`src/rtl/rv_core_pkg.sv`:
```
// Shared core definitions: opcodes, fetch FSM states, instruction size.
package rv_core_pkg;

    localparam int unsigned INST_BYTES = 4;

    localparam logic [6:0] OP_BRANCH = 7'b1100011;
    localparam logic [6:0] OP_JAL    = 7'b1101111;
    localparam logic [6:0] OP_LOAD   = 7'b0000011;
    localparam logic [6:0] OP_STORE  = 7'b0100011;
    localparam logic [6:0] OP_NOP    = 7'b0000000;

    typedef enum logic [1:0] {
        BOOT = 2'd0,
        RUN  = 2'd1,
        HALT = 2'd2
    } fetch_state_t;

endpackage : rv_core_pkg

```
`src/rtl/pc_fetch_unit_if.sv`:
```
// Fetch-stage bus: decoded flags in, PC/status out.
interface pc_fetch_unit_if #(
    parameter int unsigned WIDTH = 32,
    parameter int unsigned CNT_W = 16
);
    logic             stall;
    logic             branch;
    logic             jump;
    logic             take_branch;
    logic [6:0]       opcode;
    logic [WIDTH-1:0] imm;
    logic [WIDTH-1:0] pc;
    logic [WIDTH-1:0] offset;
    logic [WIDTH-1:0] pc_plus4;
    logic             valid;
    logic             halted;
    logic             misaligned;
    logic [CNT_W-1:0] retired_count;

    modport master (
        output stall, branch, jump, take_branch, opcode, imm,
        input  pc, offset, pc_plus4, valid, halted, misaligned, retired_count
    );

    modport slave (
        input  stall, branch, jump, take_branch, opcode, imm,
        output pc, offset, pc_plus4, valid, halted, misaligned, retired_count
    );
endinterface : pc_fetch_unit_if

```
`src/rtl/pc_fetch_unit.sv`:
```
// Program counter stage: next-PC selection, halt detection, retire counter.
module pc_fetch_unit
    import rv_core_pkg::*;
#(
    parameter int unsigned WIDTH    = 32,
    parameter int unsigned NUM_INST = 19,
    parameter int unsigned CNT_W    = 16
) (
    input  logic              clk,
    input  logic              rst,
    pc_fetch_unit_if.slave    bus
);

    localparam logic [WIDTH-1:0] STEP  = WIDTH'(INST_BYTES);
    localparam logic [WIDTH-1:0] LIMIT = WIDTH'(NUM_INST * INST_BYTES);

    fetch_state_t     state_q, state_d;
    logic [WIDTH-1:0] pc_q, pc_d;
    logic             valid_q, valid_d;
    logic             halted_q, halted_d;
    logic             mis_q, mis_d;
    logic [CNT_W-1:0] cnt_q, cnt_d;

    logic [WIDTH-1:0] seq_pc;
    logic [WIDTH-1:0] tgt_pc;
    logic [WIDTH-1:0] next_pc;
    logic             redirect;

    // Link value and redirect target are combinational from the live PC.
    assign seq_pc = pc_q + STEP;
    assign tgt_pc = pc_q + bus.imm;

    assign bus.pc            = pc_q;
    assign bus.offset        = tgt_pc;
    assign bus.pc_plus4      = seq_pc;
    assign bus.valid         = valid_q;
    assign bus.halted        = halted_q;
    assign bus.misaligned    = mis_q;
    assign bus.retired_count = cnt_q;

    // State and PC registers; reset discards any in-flight redirect.
    always_ff @(posedge clk or negedge rst) begin
        if (!rst) begin
            state_q  <= BOOT;
            pc_q     <= '0;
            valid_q  <= 1'b0;
            halted_q <= 1'b0;
            mis_q    <= 1'b0;
            cnt_q    <= '0;
        end else begin
            state_q  <= state_d;
            pc_q     <= pc_d;
            valid_q  <= valid_d;
            halted_q <= halted_d;
            mis_q    <= mis_d;
            cnt_q    <= cnt_d;
        end
    end

    // Next-state: program end beats stall, jump beats branch, then checks.
    always_comb begin
        state_d  = state_q;
        pc_d     = pc_q;
        valid_d  = valid_q;
        halted_d = halted_q;
        mis_d    = mis_q;
        cnt_d    = cnt_q;
        redirect = bus.jump | (bus.branch & bus.take_branch);
        next_pc  = redirect ? tgt_pc : seq_pc;

        case (state_q)
            BOOT: begin
                state_d = RUN;
                valid_d = 1'b1;
            end
            RUN: begin
                if (bus.opcode == OP_NOP) begin
                    state_d  = HALT;
                    valid_d  = 1'b0;
                    halted_d = 1'b1;
                end else if (bus.stall) begin
                    pc_d = pc_q;
                end else if (redirect && (next_pc[1:0] != 2'b00)) begin
                    state_d  = HALT;
                    valid_d  = 1'b0;
                    halted_d = 1'b1;
                    mis_d    = 1'b1;
                end else if (next_pc >= LIMIT) begin
                    state_d  = HALT;
                    valid_d  = 1'b0;
                    halted_d = 1'b1;
                end else begin
                    pc_d  = next_pc;
                    cnt_d = (cnt_q == '1) ? cnt_q : cnt_q + CNT_W'(1);
                end
            end
            HALT: begin
                valid_d  = 1'b0;
                halted_d = 1'b1;
            end
            default: begin
                state_d = BOOT;
                valid_d = 1'b0;
            end
        endcase
    end

endmodule : pc_fetch_unit
```
`src/flat_wrapper.sv`:
```
// flat-port wrapper written by rule: the top's interface ports become plain ports
module pc_fetch_unit_flat import rv_core_pkg::*;
#(
    parameter int unsigned WIDTH    = 32,
    parameter int unsigned NUM_INST = 19,
    parameter int unsigned CNT_W    = 16
)
  (clk, rst, bus_stall, bus_branch, bus_jump, bus_take_branch, bus_opcode, bus_imm, bus_pc, bus_offset, bus_pc_plus4, bus_valid, bus_halted, bus_misaligned, bus_retired_count);
  pc_fetch_unit_if #(.WIDTH(WIDTH), .CNT_W(CNT_W)) bus_i ();
  input  logic clk;
  input  logic rst;
  input wire logic [$bits(bus_i.stall)-1:0] bus_stall;
  input wire logic [$bits(bus_i.branch)-1:0] bus_branch;
  input wire logic [$bits(bus_i.jump)-1:0] bus_jump;
  input wire logic [$bits(bus_i.take_branch)-1:0] bus_take_branch;
  input wire logic [$bits(bus_i.opcode)-1:0] bus_opcode;
  input wire logic [$bits(bus_i.imm)-1:0] bus_imm;
  output wire logic [$bits(bus_i.pc)-1:0] bus_pc;
  output wire logic [$bits(bus_i.offset)-1:0] bus_offset;
  output wire logic [$bits(bus_i.pc_plus4)-1:0] bus_pc_plus4;
  output wire logic [$bits(bus_i.valid)-1:0] bus_valid;
  output wire logic [$bits(bus_i.halted)-1:0] bus_halted;
  output wire logic [$bits(bus_i.misaligned)-1:0] bus_misaligned;
  output wire logic [$bits(bus_i.retired_count)-1:0] bus_retired_count;
  assign bus_i.stall = bus_stall;
  assign bus_i.branch = bus_branch;
  assign bus_i.jump = bus_jump;
  assign bus_i.take_branch = bus_take_branch;
  assign bus_i.opcode = bus_opcode;
  assign bus_i.imm = bus_imm;
  assign bus_pc = bus_i.pc;
  assign bus_offset = bus_i.offset;
  assign bus_pc_plus4 = bus_i.pc_plus4;
  assign bus_valid = bus_i.valid;
  assign bus_halted = bus_i.halted;
  assign bus_misaligned = bus_i.misaligned;
  assign bus_retired_count = bus_i.retired_count;
  pc_fetch_unit #(.WIDTH(WIDTH), .NUM_INST(NUM_INST), .CNT_W(CNT_W)) u_core (.clk(clk), .rst(rst), .bus(bus_i));
endmodule
```
`config.mk`:
```
export PLATFORM = sky130hd
export DESIGN_NAME = pc_fetch_unit_flat
export DESIGN_NICKNAME = d
export VERILOG_FILES = /design/src/rtl/rv_core_pkg.sv /design/src/rtl/pc_fetch_unit_if.sv /design/src/rtl/pc_fetch_unit.sv /design/src/flat_wrapper.sv
export SDC_FILE = /design/constraint.sdc
export NUM_CORES = 1
export LEC_CHECK = 0
export ABC_AREA = 1
export BUFFER_PORTS_ARGS = -buffer_cell sky130_fd_sc_hd__clkbuf_2
export CORE_MARGIN = 8
export CORE_UTILIZATION = 25
export CTS_CLUSTER_DIAMETER = 50
export DETAILED_ROUTE_END_ITERATION = 8
export PLACE_DENSITY = 0.42
export SETUP_SLACK_MARGIN = 0.15
export SYNTH_ARGS = -nofsm -noshare
export SYNTH_HDL_FRONTEND = slang
export SYNTH_SLANG_ARGS = --single-unit
```
`constraint.sdc`:
```
create_clock -name clk -period 2.5 [get_ports clk]
set_input_delay 0.125 -clock clk [delete_from_list [all_inputs] [get_ports clk]]
set_output_delay 0.125 -clock clk [all_outputs]
set_load 0.02 [all_outputs]
```
==> results.cfg <==
[run_status]
status = finished, violations left
violations = negative setup slack

[placed_design]
dp_hpwl_mm = 23.8
portBuffers = 159
placed_cell_area_mm2 = 0.00923
gp_congestion = 0.938

[floorplan]
io-pin-count = 160
die_w_um = 174
die_y_um = 174
rows = 58
core_area_mm2 = 0.0249
dieArea_mm2 = 0.0303
start_util = 0.251

[pwr]
pwr-share-seq = 0.348
clkPwrFrac = 0.273
p_sw_uw = 915
p_sw_frac = 0.352
internal-power_mw = 1.69
p_leak_nw = 6.53
comb_power_share = 0.379
power-per-cell-area_mw_per_mm2 = 219
vdd_drop_max_mv = 0.282

[drt]
vias_per_cell = 4.43
dr.pass1.iters = 4
wl_per_cell_um = 16.0
drc = 0
finalWirelength_mm = 29.4
vias = 8132
drt_first_iter_violations = 324
ant_nets = 0

[global_route]
grt_pass1_wl_mm = 44.0
grt_pass1_vias = 7986
grt_max_degree = 33
grt-ovfl-total = 0
grt_usage = 0.182
grt_antenna_before_repair = 0

[synth]
synthTopCellsByArea = nand2_1 24%, dfrtp_1 21%, inv_1 10%
synth_top_family_by_area = simple AND/OR/NAND/NOR gates
yosys_register_bits = 53
ys_types = 38
synth_compound_area_frac = 0.0374
synthSimpleGateAreaFrac = 0.487
syn_area_mm2 = 0.00625
synth_top_area_frac = 0.243
yosys_warnings = 0
synth_xor_area_frac = 0.0533
synthAdderAreaFrac = 0.0773
netlist_instances = 1073
syn_nets = 1156
ys_seq_area_frac = 0.212
synth_mux_area_frac = 0
postSynthAreaPerCell_um2 = 5.82
synth_top_cell_by_area = nand2_1

[cells_and_area]
finalInstanceArea_mm2 = 0.0119
fill_cells = 2581
final_nets = 1587
syn2layout_area_growth_pct = 90.1
drive_gt1_frac = 0.577
antenna_cells = 0

[sta]
grt_setup_unrepaired = true
slew_viol_final = 0
tightest_slew_ns = 0.849
tns_ns = -18.13
period_needed_ns = 2.91
fmax_mhz = 344
clock_skew_ns = 0.0110
setup_slack_ns = -0.411
maxSlewHeadroom = 0.434
hold_viol = 0
period_share = 1.16
finalSetupViolations = 53

[flow_run]
cap_violations = 0

[clocking]
root_buffer = clkbuf_16
h-tree-depth = 2
clock-sinks = 53
clk_latency_ns = 0.30
cts_inserted_buffers = 5
cts_tree = done
path_clk_slew_ns = 0.07
clockBufferDepth = 2

[worst_setup_path]
critPathLaunchType = flip-flop
arrival_ns = 3.13
endpoint_kind = flip-flop
required_ns = 2.72
critPathMaxFanout = 6
critPathKind = reg -> reg

[worst_hold_path]
hold_path_class = in -> reg
[worst paths after layout]
| kind | start | endpoint | slack (ns) | depth (start not counted) |
|---|---|---|---|---|
| setup reg to reg | u_core.bus.pc[0] | u_core.bus.pc[2] | -0.41 | 24 |
| min in group asynchronous | rst | u_core.bus.pc[30] | 0.45 | 2 |
| setup / recovery | u_core.bus.pc[0] | u_core.bus.pc[2] | -0.41 | 24 |
| max in group asynchronous | rst | u_core.bus.pc[10] | 1.14 | 3 |
| hold / removal | bus_stall | u_core.bus.misaligned | 0.16 | 3 |
| hold reg to reg | u_core.bus.halted | u_core.bus.halted | 0.48 | 1 |
[registers in the layout, summed over array words and instances, names as in the netlist]
| signal | count |
|---|---|
| u_core.bus.halted | 1 |
| u_core.bus.misaligned | 1 |
| u_core.bus.pc | 32 |
| u_core.state_q | 2 |
| u_core.bus.valid | 1 |
| u_core.bus.retired_count | 16 |
[placed cells by master (no fill, tap or decap), types with 8 or more instances in the layout]
cell type and n:
inv_2 38, buf_6 56, xor2_1 18, nor3_1 8, ha_4 28, and2_4 12, nand3_1 58, o21ai_0 9
nand2_2 140, inv_1 151, nand4_1 21, clkbuf_2 127, buf_8 9, nand3b_1 8, nand3_4 12, dfrtp_2 19
nor2_1 44, nand2_1 239, ha_1 9, nand3_2 31, o21ai_1 8, nor2_4 28, nor2_2 20, nand2_4 42
dfrtp_1 34, buf_4 239
[layout make-up]
cell class,instances,area [µm²],area share
Tap cell,330,413,0.0348
Timing Repair Buffer,439,3330,0.281
Timing Repair inverter,1,8.76,0.000737
Inverter,193,737,0.0620
Multi-Input combinational cell,811,5890,0.496
Clock inverter,2,15.0,0.00126
Sequential cell,53,1350,0.114
Clock buffer,6,129,0.0108
[timing repair]
item,CTS,global route
pin swaps,31,155
hold buffers,1,0
setup endpoints to repair,83,91
endpoints found under the hold margin,28,0
gates cloned,2,3
gates resized for setup,124,450
setup buffers,6,30
[metrics by stage]
step           utilization  power, mW  setup WS (ns)  std cells  hold slack (ns)
4_1_cts              0.405       2.49         -0.476       1802            0.156
5_1_grt              0.477       2.76         -0.553       1835            0.187
2_1_floorplan            -       1.32         -0.105       1073           -0.171
6_report             0.477       2.60         -0.411       1835            0.165
3_3_place_gp         0.371       1.70         -0.587       1785            0.278
3_5_place_dp         0.371       1.70         -0.598       1785            0.290
[routing by layer]
layer	GRT usage	wire length, µm	vias to the layer above
li1	-	-	4178
met1	0.243	13600	3787
met2	0.315	14400	144
met3	0.0213	992	23
met4	0.0285	411	0
met5	0	0	-
[cell usage after synthesis (all sizes together)]
cell type,count
nand2,422
inv,192
nand3,101
nor2,92
dfrtp,53
ha,37
xor2,24
nand4,21
nor3,20
o21ai,20
a21oi,17
and2,16
xnor2,14
buf,13
or2,9
nand3b,8
nor4,4
clkbuf,3
o21bai,2
a21boi,1
a21o,1
clkinv,1
fa,1
o211ai,1
[kinds of logic after synthesis]
| logic type | Yosys count |
|---|---|
| adder cells (fa/ha/maj) | 38 |
| buffers and inverters | 209 |
| flip-flops | 53 |
| AO/OA/AOI/OAI | 42 |
| XOR/XNOR | 38 |
| AND/OR/NAND/NOR | 693 |
[power by group through the flow]
stage,Combinational (mW),Clock [mW],Sequential [mW]
after floorplan,0.394,0,0.930
after global placement,0.782,0,0.920
after detailed placement,0.781,0,0.920
after CTS,0.853,0.733,0.904
after global routing,1.09,0.769,0.908
final,0.988,0.711,0.905
[critical path: stages (launching register included)]
cell	delay, ns
dfrtp_2	0.39
ha_4	0.15
inv_2	0.04
fa_2	0.38
inv_4	0.10
nand2_4	0.05
nand2_4	0.08
nand2_4	0.06
inv_2	0.07
nand2_2	0.07
nand3_4	0.11
nand2_4	0.07
nand2_2	0.08
nand2_4	0.06
nand3_4	0.10
nand2_4	0.06
nor2_4	0.12
nand3_2	0.09
nor2_4	0.14
nand2_2	0.10
nor2_4	0.13
buf_12	0.14
buf_8	0.12
nand2_1	0.05
o21ai_1	0.08
No activity file was read; power rests on OpenSTA's default activity.
